**src/rtl/decoder_rr_arbiter.sv**
```systemverilog
// Round-robin arbiter for four requesters that drives a 2-to-4 decoder (sel, en_n) and the decoded grant.
// Optional hold limit: define DECODER_RR_ARBITER_TIMEOUT_EN to force-end tenures after MAX_HOLD cycles.
module decoder_rr_arbiter #(
    parameter int MAX_HOLD = 8,
    parameter int HOLD_W   = 4
) (
    input  logic       clk,
    input  logic       rst,
    input  logic [3:0] req,
    output logic [1:0] sel,
    output logic       en_n,
    output logic [3:0] gnt_n,
    output logic       busy,
    output logic       timeout
);

    // state | meaning
    // IDLE  | no tenure; arbitrate on any request
    // GRANT | sel owns the bank; en_n low, one gnt_n bit low
    // GAP   | one forced dead cycle after a tenure; pointer advanced
    typedef enum logic [1:0] {
        IDLE  = 2'd0,
        GRANT = 2'd1,
        GAP   = 2'd2
    } state_t;

    localparam logic [HOLD_W-1:0] HOLD_LAST = HOLD_W'(MAX_HOLD - 1);

    state_t            state_q, state_d;
    logic [1:0]        ptr_q, ptr_d;
    logic [HOLD_W-1:0] cnt_q, cnt_d;
    logic [1:0]        sel_q, sel_d;
    logic              en_n_q, en_n_d;
    logic [3:0]        gnt_n_q, gnt_n_d;
    logic              busy_q, busy_d;
    logic              timeout_q, timeout_d;

    logic [1:0]        win;
    logic [1:0]        idx;
    logic              found;
    logic              hold_expired;

    // Priority scan starting at the pointer, so the previous winner is checked last.
    always_comb begin
        win   = ptr_q;
        idx   = ptr_q;
        found = 1'b0;
        for (int k = 0; k < 4; k++) begin
            idx = ptr_q + 2'(k);
            if (!found && req[idx]) begin
                win   = idx;
                found = 1'b1;
            end
        end
    end

`ifdef DECODER_RR_ARBITER_TIMEOUT_EN
    assign hold_expired = (cnt_q == HOLD_LAST);
`else
    assign hold_expired = 1'b0;
`endif

    always_comb begin
        state_d   = state_q;
        ptr_d     = ptr_q;
        cnt_d     = cnt_q;
        sel_d     = sel_q;
        en_n_d    = 1'b1;
        gnt_n_d   = 4'hF;
        busy_d    = 1'b0;
        timeout_d = 1'b0;

        unique case (state_q)
            IDLE: begin
                if (found) begin
                    state_d = GRANT;
                    sel_d   = win;
                    en_n_d  = 1'b0;
                    gnt_n_d = ~(4'b0001 << win);
                    busy_d  = 1'b1;
                    cnt_d   = '0;
                end
            end
            GRANT: begin
                busy_d = 1'b1;
                if (!req[sel_q]) begin
                    state_d = GAP;
                    ptr_d   = sel_q + 2'd1;
                end else if (hold_expired) begin
                    state_d   = GAP;
                    ptr_d     = sel_q + 2'd1;
                    timeout_d = 1'b1;
                end else begin
                    en_n_d  = 1'b0;
                    gnt_n_d = gnt_n_q;
                    // Saturate so the counter can never wrap, even with no limit compiled in.
                    cnt_d   = (cnt_q == HOLD_LAST) ? cnt_q : cnt_q + 1'b1;
                end
            end
            GAP: begin
                state_d = IDLE;
            end
            default: begin
                state_d = IDLE;
            end
        endcase
    end

    always_ff @(posedge clk) begin
        if (rst) begin
            state_q   <= IDLE;
            ptr_q     <= 2'd0;
            cnt_q     <= '0;
            sel_q     <= 2'd0;
            en_n_q    <= 1'b1;
            gnt_n_q   <= 4'hF;
            busy_q    <= 1'b0;
            timeout_q <= 1'b0;
        end else begin
            state_q   <= state_d;
            ptr_q     <= ptr_d;
            cnt_q     <= cnt_d;
            sel_q     <= sel_d;
            en_n_q    <= en_n_d;
            gnt_n_q   <= gnt_n_d;
            busy_q    <= busy_d;
            timeout_q <= timeout_d;
        end
    end

    assign sel     = sel_q;
    assign en_n    = en_n_q;
    assign gnt_n   = gnt_n_q;
    assign busy    = busy_q;
    assign timeout = timeout_q;

endmodule

```
**config.mk**
```make
export PLATFORM = sky130hd
export DESIGN_NAME = decoder_rr_arbiter
export DESIGN_NICKNAME = d
export VERILOG_FILES = /design/src/rtl/decoder_rr_arbiter.sv
export SDC_FILE = /design/constraint.sdc
export NUM_CORES = 1
export LEC_CHECK = 0
export CAP_MARGIN = 10
export CORE_MARGIN = 10
export CORE_UTILIZATION = 35
export CTS_CLUSTER_SIZE = 10
export DETAILED_ROUTE_END_ITERATION = 16
export PLACE_DENSITY = 0.7
export SLEW_MARGIN = 30
export SYNTH_ARGS = -nofsm -noshare
export SYNTH_HDL_FRONTEND = slang
export SYNTH_SLANG_ARGS = --single-unit
```
**constraint.sdc**
```tcl
create_clock -name clk -period 1.87 [get_ports clk]
set_input_delay 0.374 -clock clk [delete_from_list [all_inputs] [get_ports clk]]
set_output_delay 0.374 -clock clk [all_outputs]
set_load 0.01 [all_outputs]
```
==> metrics.log, run 1 <==
[metrics] outcome: finished, final reports clean
[metrics] depth of the worst hold-timing path: 2
[metrics] Data required, critical path: 1.50 ns
[metrics] type of the tightest min-delay check: reg2reg
[metrics] maximum number of pins on one net before global-route repair: 14
[metrics] number of buffers added on ports: 13
[metrics] detailed router's first-iteration violation count: 8
[metrics] die outline area: 3540 um^2
[metrics] share of the synthesized area in the top cell type: 43.9%
[metrics] final worst path period share: 89.3%
[metrics] number of global-route vias before repair: 466
[metrics] final period demand of the worst path: 1.67 ns
[metrics] worst vdd ir: 632 uV
[metrics] gate family responsible for the most delay along the worst path: buffers and inverters
[metrics] Root Buffer Master: sky130_fd_sc_hd__clkbuf_4
[metrics] DIE HEIGHT: 59.5 um
[metrics] Final ANT Viol Nets: 0
[metrics] largest cells by area after synthesis: sky130_fd_sc_hd__dfxtp_1, sky130_fd_sc_hd__nand2b_1, sky130_fd_sc_hd__nor2_1
[metrics] Pleak: 0.297 nW
[metrics] CP endpoint kind: primary output
[metrics] Top-Level Pins: 15
[metrics] Final Hold Fails: 0
[metrics] row cnt: 14
[metrics] initial antenna violation count: 0
[metrics] antenna diode instance count: 0
[metrics] gate count of the mapped netlist: 62
[metrics] nets: 88
[metrics] capture point of the worst reg-to-reg path: ptr_q[0]$_SDFFE_PP0P_
[metrics] power per cell area: 915 nW/um^2
[metrics] Finished Layout Cells: a little under 100
[metrics] critical path class: reg2out
[metrics] Max Transition Viols Final: 0
[metrics] first-pass GRT wire length: 2100 um
[metrics] fraction of layout instances using a drive strength above 1: 12.3%
[metrics] Crit Reg-Reg Startpoint: sel[0]$_SDFFE_PP0P_
[metrics] count of hold-fix buffers inserted at cts: 0
[metrics] Net Count, Synth: 68
[metrics] Avg Vias per Cell: 5.11
[metrics] # Max-Cap Violations: 0
[metrics] Yosys reg bits: 12
[metrics] crit-path cells: clkdlybuf4s50_1
[metrics] largest clock skew in the final design: 0.00868 ns
[metrics] GRT Residual Overflow: 0
[metrics] worst path arrival time: 1.30 ns
[metrics] Clock Latency Late Sink: 0.28 ns
[metrics] number of distinct library cells after synthesis: 24
[metrics] maximum count of clock buffers along a single path: 2
[metrics] relative area change from synthesis to final layout: 37.5%
[metrics] average cell area after synthesis: 8.82 um^2
[metrics] Total Routing Usage GR: 7.66%
[metrics] post-synthesis cell type with the largest combined area: sky130_fd_sc_hd__dfxtp_1
[metrics] minimum hold slack: 0.491 ns
[metrics] x dimension of the die: 59.5 um
[metrics] total wirelength of the detailed-routed design: 1270 um
[metrics] CTS sink cnt: 12
[metrics] number of cells on the worst reg-to-reg path: 3
[metrics] gpl congestion: between 0.7 and 0.8
[metrics] Gates resized, CTS repair: 0
[metrics] number of cells in the design after placement: 93
[metrics] via count of the routed design: 496
[metrics] post-CTS repair timing setup buffer count: 0
[metrics] Starting Density: 36.7%
[metrics] count of buffer and inverter cells on the critical path: 1
[metrics] Routed wire per std cell: 13.1 um
[metrics] worst hold endpoint: gnt_n[1]$_SDFFE_PP1N_
[metrics] CORE AREA: 1490 um^2
[metrics] stage delay of the slowest cell on the critical path: 0.58 ns
[metrics] overall power: about 0.00069 W
[metrics] hpwl dp: 965 um
[metrics] TritonCTS buffer count: 3
[metrics] setup slack of the most critical reg-to-reg path: 0.35 ns
[metrics] TritonCTS clock tree: yes
[metrics] area of the mapped netlist: 547 um^2
[metrics] unrepaired setup endpoints after global routing: false
[metrics] post-detailed-route DRC marker count: 0
[metrics] maximum clock frequency: 0.599 GHz
[metrics] detailed-router iteration count before antenna repair: 2
[metrics] kind of launch point of the worst setup path: flip-flop
[metrics] critical path fanouts, max: 5
[metrics] share of synthesized area occupied by flip-flops and latches: 43.9%
[metrics] beginning of the worst hold path: gnt_n[1]$_SDFFE_PP1N_
[metrics] library cell contributing the largest single delay on the critical path: sky130_fd_sc_hd__clkdlybuf4s50_1
[metrics] setup violation total in the final timing report: 0
[metrics] total negative slack: 0 ns
[metrics] deepest level of the CTS H-tree: 1
[metrics] count of synthesis-stage warnings from yosys: 0
[metrics] clock-pin slew on the worst setup and hold paths: 0.07 ns
## how the worst max path moves through the flow
| stage | cells past startpoint | slack (ns) | end | from |
|---|---|---|---|---|
| after floorplan | 3 | 0.39 | ptr_q[0]$_SDFFE_PP0P_ | sel[0]$_SDFFE_PP0P_ |
| after global placement | 6 | -0.04 | sel[1]$_SDFFE_PP0P_ | req[3] |
| after detailed placement | 4 | -0.08 | ptr_q[0]$_SDFFE_PP0P_ | req[2] |
| after CTS | 1 | 0.19 | sel[0] | sel[0]$_SDFFE_PP0P_ |
| after global routing | 1 | 0.13 | sel[0] | sel[0]$_SDFFE_PP0P_ |
| final | 1 | 0.20 | sel[0] | sel[0]$_SDFFE_PP0P_ |
## synthesized netlist by cell type (all sizes together)
cell / number
a31oi: 2
inv: 3
o22ai: 1
clkbuf: 1
o41ai: 1
o2111ai: 2
a21o: 1
o21ai: 3
conb: 1
a211oi: 1
nor3: 3
nor2: 7
a21oi: 5
nand2b: 5
mux4: 1
xnor2: 1
or3: 2
nor2b: 3
dfxtp: 12
mux2i: 1
a211o: 1
nand2: 3
o21bai: 1
buf: 1
## final cells by class
class	instances	area, um^2
fill	146	737
sequential	12	240
inverter	3	11.3
timing repair buffer	17	160
clock buffer	4	36.3
tap	16	20.0
multi-input combinational	45	284
## cell families (layout without fill, tap and decap cells)
family,count (synthesis),after routing,share of synthesized area (%)
XOR/XNOR,1,1,1.60
other,1,1,0.686
multiplexers,2,2,5.95
AND/OR/NAND/NOR,23,23,21.1
AO/OA/AOI/OAI,18,18,22.7
flip-flops,12,12,43.9
buffers and inverters,5,24,4.12
## through the flow
stage	area [um^2]	worst slack (ns)	utilization [%]
final	752	0.200	50.5
after CTS	752	0.188	50.5
after floorplan	547	0.387	-
after global placement	716	-0.0383	48.1
after detailed placement	716	-0.0822	48.1
after global routing	752	0.131	50.5
## routing by layer
| layer | GRT usage, % | vias to the layer above | share of wire [%] |
|---|---|---|---|
| li1 | - | 259 | - |
| met1 | 9.47 | 222 | 51 |
| met2 | 9.96 | 13 | 38 |
| met3 | 4.72 | 2 | 8.8 |
| met4 | 3.85 | 0 | 2.0 |
| met5 | 0 | - | 0 |
## cell usage in the layout, fill, tap and decap left out, drive strengths merged
master,netlist,routed
or3,2,2
o21bai,1,1
xnor2,1,1
o22ai,1,1
dfxtp,12,12
conb,1,1
buf,1,4
clkbuf,1,4
nor2b,3,3
nand2,3,3
a211oi,1,1
nor2,7,7
mux4,1,1
mux2i,1,1
a21o,1,1
o2111ai,2,2
o41ai,1,1
nand2b,5,5
a31oi,2,2
a211o,1,1
inv,3,3
clkdlybuf4s50,0,13
o21ai,3,3
a21oi,5,5
nor3,3,3
## power breakdown
part | internal (W) | switching [W] | leakage (nW)
clock network | 0.000119 | 0.0000933 | 0.0210
logic | 0.0000917 | 0.0000813 | 0.177
registers | 0.000283 | 0.0000203 | 0.0989
total | 0.000493 | 0.000195 | 0.297
## state kept, by name, indices dropped and copies added (netlist names)
register and count:
state_q 2, ptr_q 2, busy 1, gnt_n 4, sel 2, en_n 1
Note: power is estimated with default switching activity, not from simulation.
==> run 2, diff against run 1 <==
--- a/config.mk
+++ b/config.mk
@@ -6,11 +6,14 @@
 export NUM_CORES = 1
 export LEC_CHECK = 0
 export CAP_MARGIN = 10
+export CELL_PAD_IN_SITES_DETAIL_PLACEMENT = 1
+export CELL_PAD_IN_SITES_GLOBAL_PLACEMENT = 1
 export CORE_MARGIN = 10
-export CORE_UTILIZATION = 35
+export CORE_UTILIZATION = 41
 export CTS_CLUSTER_SIZE = 10
 export DETAILED_ROUTE_END_ITERATION = 16
-export PLACE_DENSITY = 0.7
+export DONT_BUFFER_PORTS = 1
+export PLACE_DENSITY = 0.8
 export SLEW_MARGIN = 30
 export SYNTH_ARGS = -nofsm -noshare
 export SYNTH_HDL_FRONTEND = slang
==> run 2 against run 1 <==
Design area shrank 21%. Flip-flop and latch count is the same. Maximum frequency grew 5.5%. Hold slack lost 0.34 ns. Total power shrank 8.9%. Sequential power grew 4%. First-iteration DRC count grew 38%. Non-clock buffer count shrank 17. Highest routed layer unchanged.
==> metrics.log, run 2 (synthesis results as in run 1) <==
[metrics] TritonCTS clock tree: yes
[metrics] power per cell area: 1060 nW/um^2 (+16%)
[metrics] row cnt: 13 (-1)
[metrics] deepest level of the CTS H-tree: 1 (unchanged)
[metrics] CORE AREA: 1280 um^2 (-14%)
[metrics] Final ANT Viol Nets: 0 (unchanged)
[metrics] final worst path period share: 84.6% (-4.7 points)
[metrics] worst slew slack as a fraction of its limit: 59.6%
[metrics] Starting Density: 42.6% (+5.8 points)
[metrics] fraction of layout instances using a drive strength above 1: 9.38% (-3.0 points)
[metrics] final-layout fill cell count: 159 (+8.9%)
[metrics] Clock Latency Late Sink: 0.28 ns (about the same)
[metrics] die outline area: 3190 um^2 (-9.8%)
[metrics] crit-path cells: mux4_2 -> nor2_1 -> nor2_1 -> a211oi_1
[metrics] DR WL met2: 553 um (+13%)
[metrics] stage delay of the slowest cell on the critical path: 0.59 ns (about the same)
[metrics] fraction of power consumed by the clock network: 33.7% (+2.9 points)
[metrics] kind of launch point of the worst setup path: flip-flop
[metrics] Max Transition Viols Final: 0 (unchanged)
[metrics] nets: 71 (-19%)
[metrics] x dimension of the die: 56.5 um (-5.0%)
[metrics] initial antenna violation count: 0 (unchanged)
[metrics] Total Routing Usage GR: 8.81% (+1.2 points)
[metrics] number of cells on the critical path: 4 (+3)
[metrics] commonest non-fill, non-tap cell in the layout: sky130_fd_sc_hd__dfxtp_1
[metrics] maximum count of clock buffers along a single path: 2 (unchanged)
[metrics] depth of the worst hold-timing path: 1 (-1)
[metrics] first-pass GRT wire length: 2260 um (+7.9%)
[metrics] antenna diode instance count: 0 (unchanged)
[metrics] via count of the routed design: 445 (-10%)
[metrics] detailed-router iteration count before antenna repair: 4 (+2)
[metrics] total negative slack: 0 ns (unchanged)
[metrics] Top-Level Pins: 15 (unchanged)
[metrics] DIE HEIGHT: 56.5 um (-5.0%)
[metrics] gpl congestion: 0.723 (-6.4%)
[metrics] Routed wire per std cell: 16.6 um (+26%)
[metrics] post-detailed-route DRC marker count: 0 (unchanged)
[metrics] hpwl dp: 966 um (+0.16%)
[metrics] Logic pwr share: 16.1% (-9.0 points)
[metrics] total wirelength of the detailed-routed design: 1310 um (+2.7%)
[metrics] critical path class: reg2reg
[metrics] cell internal power dissipation: 0.000448 W (-9.2%)
[metrics] outcome: finished, final reports clean
[metrics] largest clock skew in the final design: 0.00489 ns (-0.00379 ns)
[metrics] relative area change from synthesis to final layout: 8.01%
[metrics] maximum number of pins on one net before global-route repair: 14 (unchanged)
[metrics] commonest cells after routing, fill and taps aside: sky130_fd_sc_hd__dfxtp_1, sky130_fd_sc_hd__nor2_1, sky130_fd_sc_hd__nand2b_1, sky130_fd_sc_hd__a21oi_1
[metrics] area of placed instances: 554 um^2 (-23%)
[metrics] final design instance area without fill: 591 um^2 (-21%)
[metrics] library cell contributing the largest single delay on the critical path: sky130_fd_sc_hd__mux4_2
[metrics] Gates resized, CTS repair: 0 (unchanged)
[metrics] met1 routed wirelength after detailed routing: 570 um (-12%)
[metrics] GRT Residual Overflow: 0 (unchanged)
[metrics] count of hold-fix buffers inserted at cts: 0 (unchanged)
[metrics] worst vdd ir: 374 uV (-41%)
[metrics] slew of the pin with the lowest slew margin: 0.599 ns
[metrics] number of global-route vias before repair: 473 (+1.5%)
[metrics] detailed router's first-iteration violation count: 11 (+3)
[metrics] Pleak: 0.225 nW (-24%)
[metrics] clock-pin slew on the worst setup and hold paths: 0.08 ns (about the same)
[metrics] minimum hold slack: 0.153 ns (-0.338 ns)
[metrics] CTS sink cnt: 12 (unchanged)
[metrics] TritonCTS buffer count: 3 (unchanged)
[metrics] Worst path most repeated cell: sky130_fd_sc_hd__nor2_1
[metrics] critical path fanouts, max: 5 (unchanged)
[metrics] Final Hold Fails: 0 (unchanged)
[metrics] number of buffers added on ports: 0 (-13)
[metrics] count of buffer and inverter cells on the critical path: 0 (-1)
[metrics] # Max-Cap Violations: 0 (unchanged)
[metrics] setup violation total in the final timing report: 0 (unchanged)
[metrics] type of the tightest min-delay check: in2reg
[metrics] gate family responsible for the most delay along the worst path: multiplexers
[metrics] Avg Vias per Cell: 5.63 (+10%)
[metrics] unrepaired setup endpoints after global routing: false
[metrics] highest signal layer in the routed design: met4
[metrics] Root Buffer Master: sky130_fd_sc_hd__clkbuf_4
[metrics] net switching power: 0.000179 W (-8.1%)
[metrics] number of cells on the worst reg-to-reg path: 4 (+1)
[metrics] Finished Layout Cells: 79 (-19%)
[metrics] Data required, critical path: 2.06 ns (+0.56 ns)
[metrics] share of total power consumed by net switching: 28.6% (+0.25 points)
[metrics] routed length on met3: 140 um (+25%)
[metrics] max FFs per register: 4 (unchanged)
[metrics] final period demand of the worst path: 1.58 ns (-0.0876 ns)
[metrics] post-CTS repair timing setup buffer count: 0 (unchanged)
[metrics] worst path arrival time: 1.78 ns (+0.48 ns)
[metrics] CP endpoint kind: flip-flop
[metrics] maximum clock frequency: 0.632 GHz (+5.5%)
[metrics] register share of total power: 50.1% (+6.0 points)
[metrics] number of cells in the design after placement: 75 (-19%)
run 2: power by group through the flow:
stage | Combinational (W) | Clock (W) | Sequential (W)
2_1_floorplan | 0.0000879 | 0 | 0.000314
3_3_place_gp | 0.0000978 | 0 | 0.000322
3_5_place_dp | 0.000101 | 0 | 0.000322
4_1_cts | 0.000102 | 0.000216 | 0.000316
5_1_grt | 0.000115 | 0.000229 | 0.000320
6_report | 0.000101 | 0.000211 | 0.000314
run 2: path summary, 6_finish.rpt:
path,from,end,slack [ns]
max reg2reg,sel[0]$_SDFFE_PP0P_,ptr_q[1]$_SDFFE_PP0P_,0.29
min,rst,sel[1]$_SDFFE_PP0P_,0.15
max,sel[0]$_SDFFE_PP0P_,ptr_q[1]$_SDFFE_PP0P_,0.29
min reg2reg,ptr_q[0]$_SDFFE_PP0P_,ptr_q[0]$_SDFFE_PP0P_,0.52
run 2: through the flow:
stage / util, % / setup WS (ns) / power [W]
final: 46.0 / 0.288 / 0.000627
after global placement: 43.1 / 0.329 / 0.000420
after detailed placement: 43.1 / 0.290 / 0.000423
after floorplan: - / 0.387 / 0.000402
after CTS: 46.0 / 0.270 / 0.000633
after global routing: 46.0 / 0.0836 / 0.000665
run 2: area by class of cell:
class | instances | area, um^2 | share of cell area [%]
Tap cell | 15 | 18.8 | 3.18
Multi-Input combinational cell | 45 | 284 | 48.1
Clock buffer | 4 | 36.3 | 6.14
Sequential cell | 12 | 240 | 40.7
Inverter | 3 | 11.3 | 1.91
run 2: metal layers:
metal | track usage [%] | vias up
li1 | - | 223
met1 | 9.57 | 205
met2 | 12.4 | 12
met3 | 3.82 | 5
met4 | 8.25 | 0
met5 | 0 | -
==> run 3, diff against run 2 <==
--- a/config.mk
+++ b/config.mk
@@ -9,11 +9,11 @@
 export CELL_PAD_IN_SITES_DETAIL_PLACEMENT = 1
 export CELL_PAD_IN_SITES_GLOBAL_PLACEMENT = 1
 export CORE_MARGIN = 10
-export CORE_UTILIZATION = 41
+export CORE_UTILIZATION = 37
 export CTS_CLUSTER_SIZE = 10
 export DETAILED_ROUTE_END_ITERATION = 16
 export DONT_BUFFER_PORTS = 1
-export PLACE_DENSITY = 0.8
+export PLACE_DENSITY = 0.77
 export SLEW_MARGIN = 30
 export SYNTH_ARGS = -nofsm -noshare
 export SYNTH_HDL_FRONTEND = slang
==> constraint.sdc (replaced) <==
create_clock -name clk -period 1.32 [get_ports clk]
set_input_delay 0.264 -clock clk [delete_from_list [all_inputs] [get_ports clk]]
set_output_delay 0.264 -clock clk [all_outputs]
set_load 0.01 [all_outputs]
==> run 3 against run 2 <==
The run now ends with negative setup slack left. Design area grew 11%. Clock-buffer cell count is the same. Hold slack got worse by 0.12 ns. Clock power up 39%. Critical endpoint is now ptr_q[0]$_SDFFE_PP0P_. Die area grew 6.9%. Combinational power is 100% higher. Global-route usage rose by 0.68 points. Non-clock buffer count increased by 4. Largest power group unchanged. Flip-flop and latch count is the same. Sequential power increased by 38%. Maximum frequency is 10% higher.
==> metrics.log, run 3 (synthesis results as in run 1) <==
[metrics] outcome: finished with violations
[metrics] violated checks: negative setup slack
[metrics] stage delay of the slowest cell on the critical path: 0.55 ns (-0.04 ns)
[metrics] deepest level of the CTS H-tree: 1 (unchanged)
[metrics] kind of launch point of the worst setup path: flip-flop
[metrics] nets: 75 (+5.6%)
[metrics] TritonCTS buffer count: 3 (unchanged)
[metrics] x dimension of the die: 58.4 um (+3.4%)
[metrics] Final Hold Fails: 0 (unchanged)
[metrics] CP endpoint kind: flip-flop
[metrics] unrepaired setup endpoints after global routing: true
[metrics] library cell contributing the largest single delay on the critical path: sky130_fd_sc_hd__mux4_2
[metrics] net switching power: 0.000267 W (+49%)
[metrics] fraction of power consumed by the clock network: 31.5% (-2.2 points)
[metrics] type of the tightest min-delay check: in2reg
[metrics] crit-path cells: mux4_2 -> or3_4 -> a21oi_2
[metrics] relative area change from synthesis to final layout: 19.9%
[metrics] final-layout fill cell count: 165 (+3.8%)
[metrics] cell internal power dissipation: 0.000665 W (+48%)
[metrics] via count of the routed design: 467 (+4.9%)
[metrics] worst path arrival time: 1.65 ns (-0.13 ns)
[metrics] slack of the critical path: -0.112 ns (-0.400 ns)
[metrics] total negative slack: -0.181 ns (-0.181 ns)
[metrics] die outline area: 3420 um^2 (+6.9%)
[metrics] setup violation total in the final timing report: 3 (+3)
[metrics] area of placed instances: 588 um^2 (+6.1%)
[metrics] fraction of layout instances using a drive strength above 1: 27.9% (+19 points)
[metrics] critical path fanouts, max: 5 (unchanged)
[metrics] antenna diode instance count: 0 (unchanged)
[metrics] detailed-router iteration count before antenna repair: 1 (-3)
[metrics] Root Buffer Master: sky130_fd_sc_hd__clkbuf_4
[metrics] Avg Vias per Cell: 5.63 (-0.11%)
[metrics] Max Transition Viols Final: 0 (unchanged)
[metrics] GRT Residual Overflow: 0 (unchanged)
[metrics] maximum count of clock buffers along a single path: 2 (unchanged)
[metrics] number of buffers added on ports: 0 (unchanged)
[metrics] maximum number of pins on one net before global-route repair: 14 (unchanged)
[metrics] register share of total power: 46.5% (-3.6 points)
[metrics] Pleak: 0.251 nW (+11%)
[metrics] initial antenna violation count: 0 (unchanged)
[metrics] CTS sink cnt: 12 (unchanged)
[metrics] number of global-route vias before repair: 488 (+3.2%)
[metrics] number of cells in the design after placement: 79 (+5.3%)
[metrics] hpwl dp: 1080 um (+12%)
[metrics] area taken by flip-flops and latches: 244 um^2 (+1.6%)
[metrics] count of buffer and inverter cells on the critical path: 0 (unchanged)
[metrics] clock-pin slew on the worst setup and hold paths: 0.08 ns (about the same)
[metrics] gpl congestion: 0.760 (+5.2%)
[metrics] power per cell area: 1420 nW/um^2 (+34%)
[metrics] Top-Level Pins: 15 (unchanged)
[metrics] DIE HEIGHT: 58.4 um (+3.4%)
[metrics] CORE AREA: 1350 um^2 (+5.1%)
[metrics] Finished Layout Cells: 83 (+5.1%)
[metrics] Total Routing Usage GR: 9.49% (+0.68 points)
[metrics] multi-input gate area in the final layout: 315 um^2 (+11%)
[metrics] critical path class: reg2reg
[metrics] Routed wire per std cell: 17.3 um (+4.6%)
[metrics] detailed router's first-iteration violation count: 0 (-11)
[metrics] Starting Density: 40.5% (-2.1 points)
[metrics] maximum clock frequency: 0.698 GHz (+10%)
[metrics] commonest non-fill, non-tap cell in the layout: sky130_fd_sc_hd__dfxtp_1
[metrics] TritonCTS clock tree: yes
[metrics] Final ANT Viol Nets: 0 (unchanged)
[metrics] final period demand of the worst path: 1.43 ns (-0.150 ns)
[metrics] final design instance area without fill: 656 um^2 (+11%)
[metrics] commonest cells after routing, fill and taps aside: sky130_fd_sc_hd__dfxtp_1, sky130_fd_sc_hd__nor2_1, sky130_fd_sc_hd__nand2b_1, sky130_fd_sc_hd__a21oi_1, sky130_fd_sc_hd__buf_4
[metrics] total wirelength of the detailed-routed design: 1440 um (+9.9%)
[metrics] max FFs per register: 4 (unchanged)
[metrics] first-pass GRT wire length: 2400 um (+6.1%)
[metrics] Logic pwr share: 22.0% (+5.9 points)
[metrics] row cnt: 13 (unchanged)
[metrics] worst vdd ir: 617 uV (+65%)
[metrics] largest clock skew in the final design: 0.00297 ns (-0.00192 ns)
[metrics] Data required, critical path: 1.54 ns (-0.52 ns)
[metrics] Clock Latency Late Sink: 0.28 ns (about the same)
[metrics] gate family responsible for the most delay along the worst path: multiplexers
[metrics] final worst path period share: 108% (+24 points)
[metrics] post-detailed-route DRC marker count: 0 (unchanged)
[metrics] share of total power consumed by net switching: 28.7% (+0.13 points)
[metrics] # Max-Cap Violations: 0 (unchanged)
[metrics] post-CTS repair timing setup buffer count: 0 (unchanged)
-- run 3: repair_timing --
action	in CTS	in global routing
setup endpoints to repair	8	8
gates resized for setup	1	8
hold buffers	0	0
-- run 3: area by class of cell --
class                   count  area share (%)
multi-input cells          45            48.1
inverters                   3            1.72
well taps                  15            2.86
clock buffers               4            5.53
repair buffers              4            4.58
flip-flops and latches     12            37.2
-- run 3: stage by stage --
step	power, W	utilization, %	hold WS (ns)	setup WS [ns]
2_1_floorplan	0.000571	-	0.365	-0.0617
3_3_place_gp	0.000619	43.6	0.327	-0.0356
3_5_place_dp	0.000626	43.6	0.328	-0.0892
4_1_cts	0.000922	46.4	0.0325	-0.0917
5_1_grt	0.000982	48.6	0.0291	-0.145
6_report	0.000932	48.6	0.0374	-0.112
-- run 3: worst paths after layout --
check                        startpoint                    end  slack (ns)  cells past startpoint
setup reg to reg    sel[0]$_SDFFE_PP0P_  ptr_q[0]$_SDFFE_PP0P_       -0.11                      3
setup / recovery    sel[0]$_SDFFE_PP0P_  ptr_q[0]$_SDFFE_PP0P_       -0.11                      3
hold reg to reg   ptr_q[0]$_SDFFE_PP0P_  ptr_q[0]$_SDFFE_PP0P_        0.55                      2
hold / removal                      rst    sel[0]$_SDFFE_PP0P_        0.04                      1
-- run 3: power by group through the flow --
stage | combinational, W | clock (W) | sequential, W
after global placement | 0.000176 | 0 | 0.000443
after global routing | 0.000230 | 0.000313 | 0.000439
after floorplan | 0.000125 | 0 | 0.000446
after detailed placement | 0.000182 | 0 | 0.000444
after CTS | 0.000187 | 0.000300 | 0.000435
final | 0.000205 | 0.000294 | 0.000433
-- run 3: layer usage --
| metal | vias up | track usage [%] | part of all wire [%] |
|---|---|---|---|
| li1 | 232 | - | - |
| met1 | 215 | 9.37 | 39 |
| met2 | 15 | 13.8 | 47 |
| met3 | 5 | 6.44 | 11 |
| met4 | 0 | 7.05 | 2.9 |
| met5 | - | 0 | 0 |
